File: config.mk
export PLATFORM = sky130hd
export DESIGN_NAME = isactl
export DESIGN_NICKNAME = d
export VERILOG_FILES = /design/src/rtl/isactl_pkg.sv /design/src/rtl/isa_sync.sv /design/src/rtl/isactl.sv
export SDC_FILE = /design/constraint.sdc
export NUM_CORES = 1
export LEC_CHECK = 0
export CORE_MARGIN = 5
export CORE_UTILIZATION = 45
export CTS_CLUSTER_SIZE = 10
export DETAILED_ROUTE_END_ITERATION = 16
export GPL_TIMING_DRIVEN = 0
export PLACE_DENSITY_LB_ADDON = 0.1
export SLEW_MARGIN = 20
export SYNTH_ARGS = -nofsm -noshare
export SYNTH_HDL_FRONTEND = slang
export SYNTH_SLANG_ARGS = --single-unit
File: constraint.sdc
create_clock -name CPU_CLK -period 3.45 [get_ports CPU_CLK]
set_input_delay 0.69 -clock CPU_CLK [delete_from_list [all_inputs] [get_ports CPU_CLK]]
set_output_delay 0.69 -clock CPU_CLK [all_outputs]
set_load 0.1 [all_outputs]
File: src/rtl/isactl_pkg.sv
// Shared state encoding, DSACK size encodings and ISA timing defaults for isactl.
package isactl_pkg;

  typedef enum logic [2:0] {
    IDLE  = 3'd0,
    SETUP = 3'd1,
    CMD   = 3'd2,
    ACK   = 3'd3,
    RECOV = 3'd4
  } state_t;

  localparam logic [1:0] PORT_NONE = 2'b00;
  localparam logic [1:0] PORT_1    = 2'b01;
  localparam logic [1:0] PORT_2    = 2'b10;

  localparam int DEF_SETUP_CLKS = 2;
  localparam int DEF_CMD8_CLKS  = 12;
  localparam int DEF_CMD16_CLKS = 5;
  localparam int DEF_RECOV_CLKS = 4;

  // Clamp a cycle count into the range the 4-bit state counter can reach.
  function automatic logic [3:0] clk_limit(input int clks);
    logic [3:0] lim;
    if (clks > 32'sd15) begin
      lim = 4'hf;
    end else if (clks < 32'sd0) begin
      lim = 4'h0;
    end else begin
      lim = 4'(clks);
    end
    return lim;
  endfunction

endpackage

File: src/rtl/isa_sync.sv
// Generic two-flop synchronizer for asynchronous level inputs.
module isa_sync #(
  parameter int WIDTH = 1
) (
  input  logic             clk,
  input  logic             rst,
  input  logic [WIDTH-1:0] d,
  output logic [WIDTH-1:0] q
);

  logic [WIDTH-1:0] meta_r;

  // Two back-to-back flops; only q may be used by downstream logic.
  always_ff @(posedge clk or posedge rst) begin
    if (rst) begin
      meta_r <= {WIDTH{1'b0}};
      q      <= {WIDTH{1'b0}};
    end else begin
      meta_r <= d;
      q      <= meta_r;
    end
  end

endmodule

File: src/rtl/isactl.sv
// ISA I/O cycle controller: runs a selected CPU bus cycle as a timed ISA I/O
// command (setup, strobe, acknowledge, recovery) with dynamic bus sizing.
module isactl
  import isactl_pkg::*;
#(
  parameter int SETUP_CLKS = DEF_SETUP_CLKS,
  parameter int CMD8_CLKS  = DEF_CMD8_CLKS,
  parameter int CMD16_CLKS = DEF_CMD16_CLKS,
  parameter int RECOV_CLKS = DEF_RECOV_CLKS
) (
  input  logic       CPU_CLK,
  input  logic       RESET,
  input  logic       nISASEL,
  input  logic       nAS,
  input  logic       nDS,
  input  logic       RnW,
  input  logic [1:0] SIZ,
  input  logic       ADDR0,
  input  logic       ISA_IOCHRDY,
  input  logic       ISA_nIOCS16,
  output logic       ISA_nIOR,
  output logic       ISA_nIOW,
  output logic       ISA_nSBHE,
  output logic       ISA_AEN,
  output logic       ISA_RESETDRV,
  output logic       nBUF_LO_EN,
  output logic       nBUF_HI_EN,
  output logic       BUF_DIR,
  output logic [1:0] DSACK
);

  localparam logic [3:0] SETUP_LIM = clk_limit(SETUP_CLKS);
  localparam logic [3:0] CMD8_LIM  = clk_limit(CMD8_CLKS);
  localparam logic [3:0] CMD16_LIM = clk_limit(CMD16_CLKS);
  localparam logic [3:0] RECOV_LIM = clk_limit(RECOV_CLKS);

  state_t     state_r, state_nx;
  logic [3:0] cnt_r, cnt_nx;
  logic [3:0] cmd_lim_s;
  logic       rnw_r, rnw_nx;
  logic [1:0] siz_r, siz_nx;
  logic       addr0_r, addr0_nx;
  logic       port16_r, port16_nx;
  logic       rdy_s;

  logic       owned_nx, cmd_on_nx, sbhe_on_nx;
  logic       nior_r, nior_nx;
  logic       niow_r, niow_nx;
  logic       nsbhe_r, nsbhe_nx;
  logic       aen_r, aen_nx;
  logic       nbuf_lo_r, nbuf_lo_nx;
  logic       nbuf_hi_r, nbuf_hi_nx;
  logic       buf_dir_r, buf_dir_nx;
  logic [1:0] dsack_r, dsack_nx;
  logic       resetdrv_r;

  isa_sync #(.WIDTH(1)) u_rdy_sync (
    .clk (CPU_CLK),
    .rst (RESET),
    .d   (ISA_IOCHRDY),
    .q   (rdy_s)
  );

  assign cmd_lim_s = port16_r ? CMD16_LIM : CMD8_LIM;

  // Next state, transfer attribute capture and Port16 sampling.
  always_comb begin
    state_nx  = state_r;
    rnw_nx    = rnw_r;
    siz_nx    = siz_r;
    addr0_nx  = addr0_r;
    port16_nx = port16_r;
    case (state_r)
      IDLE: begin
        if (!nISASEL && !nAS) begin
          state_nx = SETUP;
          rnw_nx   = RnW;
          siz_nx   = SIZ;
          addr0_nx = ADDR0;
        end else begin
          state_nx = IDLE;
        end
      end
      SETUP: begin
        if (nAS) begin
          state_nx = RECOV;
        end else if (cnt_r >= SETUP_LIM) begin
          state_nx  = CMD;
          port16_nx = ~ISA_nIOCS16;
        end else begin
          state_nx = SETUP;
        end
      end
      CMD: begin
        if (nAS) begin
          state_nx = RECOV;
        end else if ((cnt_r >= cmd_lim_s) && rdy_s) begin
          state_nx = ACK;
        end else begin
          state_nx = CMD;
        end
      end
      ACK: begin
        if (nDS) begin
          state_nx = RECOV;
        end else begin
          state_nx = ACK;
        end
      end
      RECOV: begin
        if (cnt_r >= RECOV_LIM) begin
          state_nx = IDLE;
        end else begin
          state_nx = RECOV;
        end
      end
      default: begin
        state_nx = IDLE;
      end
    endcase
  end

  // Cycle counter: reloads on every state change and saturates at 15.
  always_comb begin
    if (state_nx != state_r) begin
      cnt_nx = 4'd1;
    end else if (cnt_r != 4'hf) begin
      cnt_nx = cnt_r + 4'd1;
    end else begin
      cnt_nx = cnt_r;
    end
  end

  // Bus outputs decoded from the state being entered so they register with it.
  always_comb begin
    owned_nx   = (state_nx == SETUP) || (state_nx == CMD) || (state_nx == ACK);
    cmd_on_nx  = (state_nx == CMD) || (state_nx == ACK);
    sbhe_on_nx = addr0_nx || (siz_nx != 2'b01);
    aen_nx     = ~owned_nx;
    buf_dir_nx = owned_nx & rnw_nx;
    nsbhe_nx   = ~(owned_nx & sbhe_on_nx);
    nior_nx    = ~(cmd_on_nx & rnw_nx);
    niow_nx    = ~(cmd_on_nx & ~rnw_nx);
    nbuf_lo_nx = ~(cmd_on_nx & (~port16_nx | ~addr0_nx));
    nbuf_hi_nx = ~(cmd_on_nx & port16_nx & sbhe_on_nx);
    if (state_nx == ACK) begin
      dsack_nx = port16_nx ? PORT_2 : PORT_1;
    end else begin
      dsack_nx = PORT_NONE;
    end
  end

  // State, counter, captured attributes and registered bus outputs.
  always_ff @(posedge CPU_CLK or posedge RESET) begin
    if (RESET) begin
      state_r    <= IDLE;
      cnt_r      <= 4'd0;
      rnw_r      <= 1'b0;
      siz_r      <= 2'b00;
      addr0_r    <= 1'b0;
      port16_r   <= 1'b0;
      nior_r     <= 1'b1;
      niow_r     <= 1'b1;
      nsbhe_r    <= 1'b1;
      aen_r      <= 1'b1;
      nbuf_lo_r  <= 1'b1;
      nbuf_hi_r  <= 1'b1;
      buf_dir_r  <= 1'b0;
      dsack_r    <= PORT_NONE;
      resetdrv_r <= 1'b1;
    end else begin
      state_r    <= state_nx;
      cnt_r      <= cnt_nx;
      rnw_r      <= rnw_nx;
      siz_r      <= siz_nx;
      addr0_r    <= addr0_nx;
      port16_r   <= port16_nx;
      nior_r     <= nior_nx;
      niow_r     <= niow_nx;
      nsbhe_r    <= nsbhe_nx;
      aen_r      <= aen_nx;
      nbuf_lo_r  <= nbuf_lo_nx;
      nbuf_hi_r  <= nbuf_hi_nx;
      buf_dir_r  <= buf_dir_nx;
      dsack_r    <= dsack_nx;
      resetdrv_r <= 1'b0;
    end
  end

  assign ISA_nIOR     = nior_r;
  assign ISA_nIOW     = niow_r;
  assign ISA_nSBHE    = nsbhe_r;
  assign ISA_AEN      = aen_r;
  assign ISA_RESETDRV = resetdrv_r;
  assign nBUF_LO_EN   = nbuf_lo_r;
  assign nBUF_HI_EN   = nbuf_hi_r;
  assign BUF_DIR      = buf_dir_r;
  // Acknowledge falls the instant the CPU releases its data strobe.
  assign DSACK        = dsack_r & {2{~nDS}};

endmodule

==> out/qor.yml, run 1 <==
clocking:
  cts-htree-levels: 1
  postCtsResizedCells: 0
  cts_tree: "yes"
  cts_buffers: 3
  root_buffer: "clkbuf_4"
  post_cts_buffers: 0
  insertion_delay_ps: 300
  clock_path_buffers: 2
  clk_pin_slew_ps: 130
  cts.sinks: 24
  postCtsHoldBufs: 0
synth:
  ys.flop_type: "dfrtp_1"
  ys_top_cells_by_count: "17 x dfrtp_1, 8 x nor2_1, 7 x dfstp_2, 7 x nand3_1"
  synth.top_cell.area_share_pct: 36.5
  synth_top_family_by_area: "simple AND/OR/NAND/NOR gates"
  synthesis.area_sq_mm: 0.00116
  synth-seq-cells: 24
  syn_avg_cell_area_sq_um: 11.4
  synthCells: 102
  yosys.area_share.simple_pct: 18.0
  yosys-top-cells-area: "dfrtp_1 37%, dfstp_2 16%, ha_1 4.3%, mux2_2 3.9%, nand3_1 3.0%"
  post-synth-top-count-cell: "dfrtp_1"
  yosysTopAreaCell: "dfrtp_1"
  ys_seq_area_share_pct: 52.3
  synth_xor_area_share_pct: 0.752
  async_flop_share_pct: 100
  synth_fa_ha_area_share_pct: 4.30
  synthesis.nets: 117
  synth_compound_area_share_pct: 15.8
  synth_edf_count: 0
  yosysUniqueCellTypes: 37
  ys_warn_count: 0
  muxShareOfSynthArea_pct: 4.73
timing:
  final-max-slew-violation-count: 0
  hold_violations: 0
  fmax_mhz: 314
  finalSetupViolCount: 0
  fin_crit_sh_pct: 92.4
  grt_setup_unrepaired: "no"
  worst_slew_pin_slew_ps: 977
  max_slew_margin_pct: 34.7
  fin_skew_ps: 1.69
  fin_crit_ps: 3190
  fin_setup_tns_ps: 0
die:
  rows: 18
  start_util_pct: 47.0
  dieArea_sq_mm: 0.00371
  die_h_um: 60.9
  io_pins: 21
  die_w_um: 60.9
  coreArea_sq_mm: 0.00248
worst_hold_path:
  worstHoldPathCells: 0
  min_to: "u_rdy_sync.q"
  hp-start: "u_rdy_sync.meta_r"
  hp-class: "reg -> reg"
final_layout:
  insertedDiodeCount: 0
  stdcell_count: 155
  final_net_count: 141
  drive_above_1_share_pct: 21.6
  final_util_pct: 57.7
  area_delta_synth_final_pct: 22.7
  final_area_sq_mm: 0.00143
routing:
  routed_via_density: 5.36
  drtIter0Drc: 12
  remaining_drc_errors: 0
  drtPass1Iterations: 4
  totalWireLength_um: 2050
  wl_per_cell_um: 13.2
  antenna_left: 0
  via_count: 831
worst_setup_path:
  r2r_start: "cnt_r[0]"
  cp-start-kind: "input port"
  reg2reg_depth: 7
  worstPathRequired_ps: 2760
  critical_path_class: "in -> out"
  crit_path_end_kind: "output pin"
  rr_endpoint: "cnt_r[2]"
  reg2reg_slack_ps: 1040
  crit_arrival_ps: 2500
  crit_path_start: "nDS"
  crit_fanout: 5
global_route:
  grt_max_degree: 25
  grt_overflow: 0
  grt_pass1_vias: 794
  grt_pass1_wl_um: 3460
  antenna_found_initial: 0
  grt_use_total_pct: 12.3
run_status:
  status: "finished clean"
power_and_ir_drop:
  p_leak_nw: 0.610
  p_per_area_mw_per_mm2: 821
  switchingPower_w: 0.000515
  pwr-share-comb_pct: 51.5
  seqPwrFrac_pct: 36.3
  switching_share_pct: 43.9
  ir_drop_v: 0.000545
  p_int_w: 0.000658
  clkPwrFrac_pct: 12.3
place:
  gp_congestion: 0.743
  io_buffers: 19
  dp_cells: 151
  place_area_sq_mm: 0.00139
  dp_hpwl_um: 1500
run:
  drv_cap: 0
==> power groups by stage <==
stage	Clock [W]	Sequential (W)	Combinational (W)
after floorplan	0	0.000600	0.000313
after global placement	0	0.000429	0.000599
after detailed placement	0	0.000433	0.000606
after CTS	0.000151	0.000427	0.000608
after global routing	0.000165	0.000439	0.000653
final	0.000144	0.000426	0.000604
==> cell families after synthesis <==
logic type / Yosys count
and+or+nand+nor: 38
xor gates and xnor gates: 1
muxes: 5
adders and majority gates: 4
buffers and inverters: 9
other: 1
AOI/OAI and AO/OA: 20
DFF: 24
==> per-stage QoR <==
step / setup WS [ps] / hold WS [ps] / power (W)
2_1_floorplan: 735 / 331 / 0.000913
3_3_place_gp: 248 / 336 / 0.00103
3_5_place_dp: 267 / 336 / 0.00104
4_1_cts: 260 / 367 / 0.00119
5_1_grt: 216 / 376 / 0.00126
6_report: 261 / 363 / 0.00117
==> area by class of cell <==
type	count	area, sq um
fillers	236	1050
flip-flops and latches	24	609
multi-input cells	69	512
repair buffers	19	190
well taps	30	37.5
clock buffers	4	36.3
plain buffers	5	28.8
inverters	4	15.0
==> worst max path at each step <==
stage	endpoint	slack [ps]	depth (start not counted)
final	DSACK[0]	260	3
after global routing	DSACK[1]	220	3
after CTS	DSACK[0]	260	3
after detailed placement	DSACK[0]	270	3
after global placement	DSACK[0]	250	3
after floorplan	DSACK[0]	730	1
==> placed cells by master, fill, tap and decap left out, types with 2 or more instances in the layout <==
master	instances
o2111a_1	2
inv_1	4
mux2_2	4
dfstp_2	7
nor2b_1	4
buf_2	2
and3_1	2
buf_4	2
nor3_1	2
nand3_1	7
o21ai_0	5
clkbuf_4	3
a31oi_1	2
ha_1	4
nor2_1	8
a21oi_1	3
nand2_1	5
nand2b_1	2
nor4_1	2
dfrtp_1	17
clkdlybuf4s50_1	19
==> worst max-delay path: stages <==
cell             delay (ps)
clkdlybuf4s50_1         500
nor2b_1                 150
clkdlybuf4s50_1        1150
==> metal layers <==
metal	share of wire, %	global-route usage, %	vias up
li1	-	-	412
met1	47	17.0	402
met2	47	19.8	15
met3	4.9	2.77	2
met4	0.64	2.79	0
met5	0	0	-
==> sequential cells by signal (all words and copies together), names as in the netlist <==
| register | flops |
|---|---|
| ISA_nIOW | 1 |
| port16_r | 1 |
| ISA_nSBHE | 1 |
| ISA_nIOR | 1 |
| u_rdy_sync.q | 1 |
| cnt_r | 4 |
| state_r | 3 |
| u_rdy_sync.meta_r | 1 |
| rnw_r | 1 |
| dsack_r | 2 |
| BUF_DIR | 1 |
| siz_r | 2 |
| ISA_AEN | 1 |
| addr0_r | 1 |
| nBUF_LO_EN | 1 |
| nBUF_HI_EN | 1 |
| ISA_RESETDRV | 1 |
Power figures use the tool's default switching activity.
==> run 2: changes to the inputs <==
CTS_BUF_LIST = sky130_fd_sc_hd__clkbuf_2   (was unset)
==> out/qor.yml, run 2 (same netlist as run 1, synthesis figures left out) <==
run_status:
  status: "finished clean"
timing:
  final-max-slew-violation-count: 0
  whs_ps: 376
  grt_setup_unrepaired: "no"
  max_slew_margin_pct: 34.5
  hold_violations: 0
  fin_crit_ps: 3200
  fin_skew_ps: 0.774
  fin_setup_tns_ps: 0
  fin_crit_sh_pct: 92.7
  fmax_mhz: 313
  finalSetupViolCount: 0
  worst_slew_pin_slew_ps: 979
worst_setup_path:
  cp-start-kind: "input port"
  crit_path_start: "nDS"
  path_cells: "clkdlybuf4s50_1 -> nor2b_1 -> clkdlybuf4s50_1"
  worstPathRequired_ps: 2760
  slowest_delay_ps: 1150
  r2r_start: "cnt_r[0]"
  crit_arrival_ps: 2510
  crit_fanout: 5
  critical_path.top_delay_family: "buffers and inverters"
  crit_path_end_kind: "output pin"
  worst-path-buf-inv: 2
  critical_path_class: "in -> out"
  cpMostUsedCell: "clkdlybuf4s50_1"
  cp_slowest_cell: "clkdlybuf4s50_1"
clocking:
  root_buffer: "clkbuf_2"
  clk_pin_slew_ps: 200
  insertion_delay_ps: 310
  cts_tree: "yes"
  cts-htree-levels: 1
  postCtsHoldBufs: 0
  postCtsResizedCells: 0
  cts.sinks: 24
  post_cts_buffers: 0
  clock_path_buffers: 2
  cts_buffers: 3
global_route:
  grt_pass1_vias: 803
  grt_overflow: 0
  grt.busiest_layer: "met2"
  grt_max_degree: 25
  grtUsageMet2_pct: 19.5
  antenna_found_initial: 0
  grt_use_total_pct: 12.5
  grt_pass1_wl_um: 3460
  met1_usage_pct: 17.0
  grt_util_met3_pct: 2.13
routing:
  via_count: 839
  antenna_left: 0
  routed_via_density: 5.41
  wl_per_cell_um: 13.1
  remaining_drc_errors: 0
  totalWireLength_um: 2030
  drtIter0Drc: 14
  drtPass1Iterations: 4
final_layout:
  largest_reg_flops: 4
  most-common-layout-cells: "19 x clkdlybuf4s50_1, 17 x dfrtp_1, 8 x nor2_1"
  area_delta_synth_final_pct: 21.2
  n_fill_cell: 236
  drive_above_1_share_pct: 20.8
  final_util_pct: 57.0
  final_net_count: 141
  reg.largest.list: "cnt_r: 4 flops, state_r: 3 flops"
  top_register: "cnt_r"
  insertedDiodeCount: 0
  final_common_cell: "clkdlybuf4s50_1"
power_and_ir_drop:
  power_w: 0.00113
  p_per_area_mw_per_mm2: 801
  ir_drop_v: 0.000530
  p_leak_nw: 0.603
die:
  coreArea_sq_mm: 0.00248
  start_util_pct: 47.0
  io_pins: 21
  dieArea_sq_mm: 0.00371
  rows: 18
  die_w_um: 60.9
  die_h_um: 60.9
place:
  dp_hpwl_um: 1500
  gp_congestion: 0.743
  io_buffers: 19
worst_hold_path:
  hp-class: "reg -> reg"
  hp-start: "u_rdy_sync.meta_r"
run:
  drv_cap: 0
run 2: changes by cell type in the layout (fill, tap and decap cells not counted), sizes merged:
cell / delta
clkinv: +1
clkbuf: -1
run 2: metrics by stage:
step	worst slack [ps]	std cells	cell area [sq um]
after floorplan	735	102	1160
after global placement	248	151	1390
after detailed placement	267	151	1390
after CTS	252	155	1410
after global routing	216	155	1410
final	251	155	1410
run 2: worst register-to-register path, stage by stage (launching register included):
cell	delay [ps]
dfrtp_1	440
inv_1	80
ha_1	290
or3b_1	350
a31oi_1	320
nor2_1	90
o32ai_1	520
o2111a_1	270
run 2: metal layers:
| layer | vias up | wire (um) |
|---|---|---|
| li1 | 414 | - |
| met1 | 406 | 933 |
| met2 | 17 | 978 |
| met3 | 2 | 100 |
| met4 | 0 | 13 |
| met5 | - | 0 |
run 2: final timing paths:
path                                endpoint  slack [ps]  depth (start not counted)
worst max-delay path                DSACK[0]         250                          3
worst min-delay path            u_rdy_sync.q         380                          0
worst max register to register      cnt_r[2]        1050                          7
worst min register to register  u_rdy_sync.q         380                          0
max in group asynchronous           cnt_r[2]        2100                          2
min in group asynchronous           cnt_r[0]         820                          2
run 2: cell type report:
cell class	instances	area (sq um)	area share, %
clock inverters	1	3.75	0.266
clock buffers	3	15.0	1.06
multi-input cells	69	512	36.3
well taps	30	37.5	2.66
flip-flops and latches	24	609	43.2
plain buffers	5	28.8	2.04
repair buffers	19	190	13.5
inverters	4	15.0	1.06
run 2: power by group:
part / internal [W] / leakage, nW / switching [W]
clock network: 0.0000252 / 0.0140 / 0.0000763
logic: 0.000214 / 0.300 / 0.000389
registers: 0.000379 / 0.289 / 0.0000464
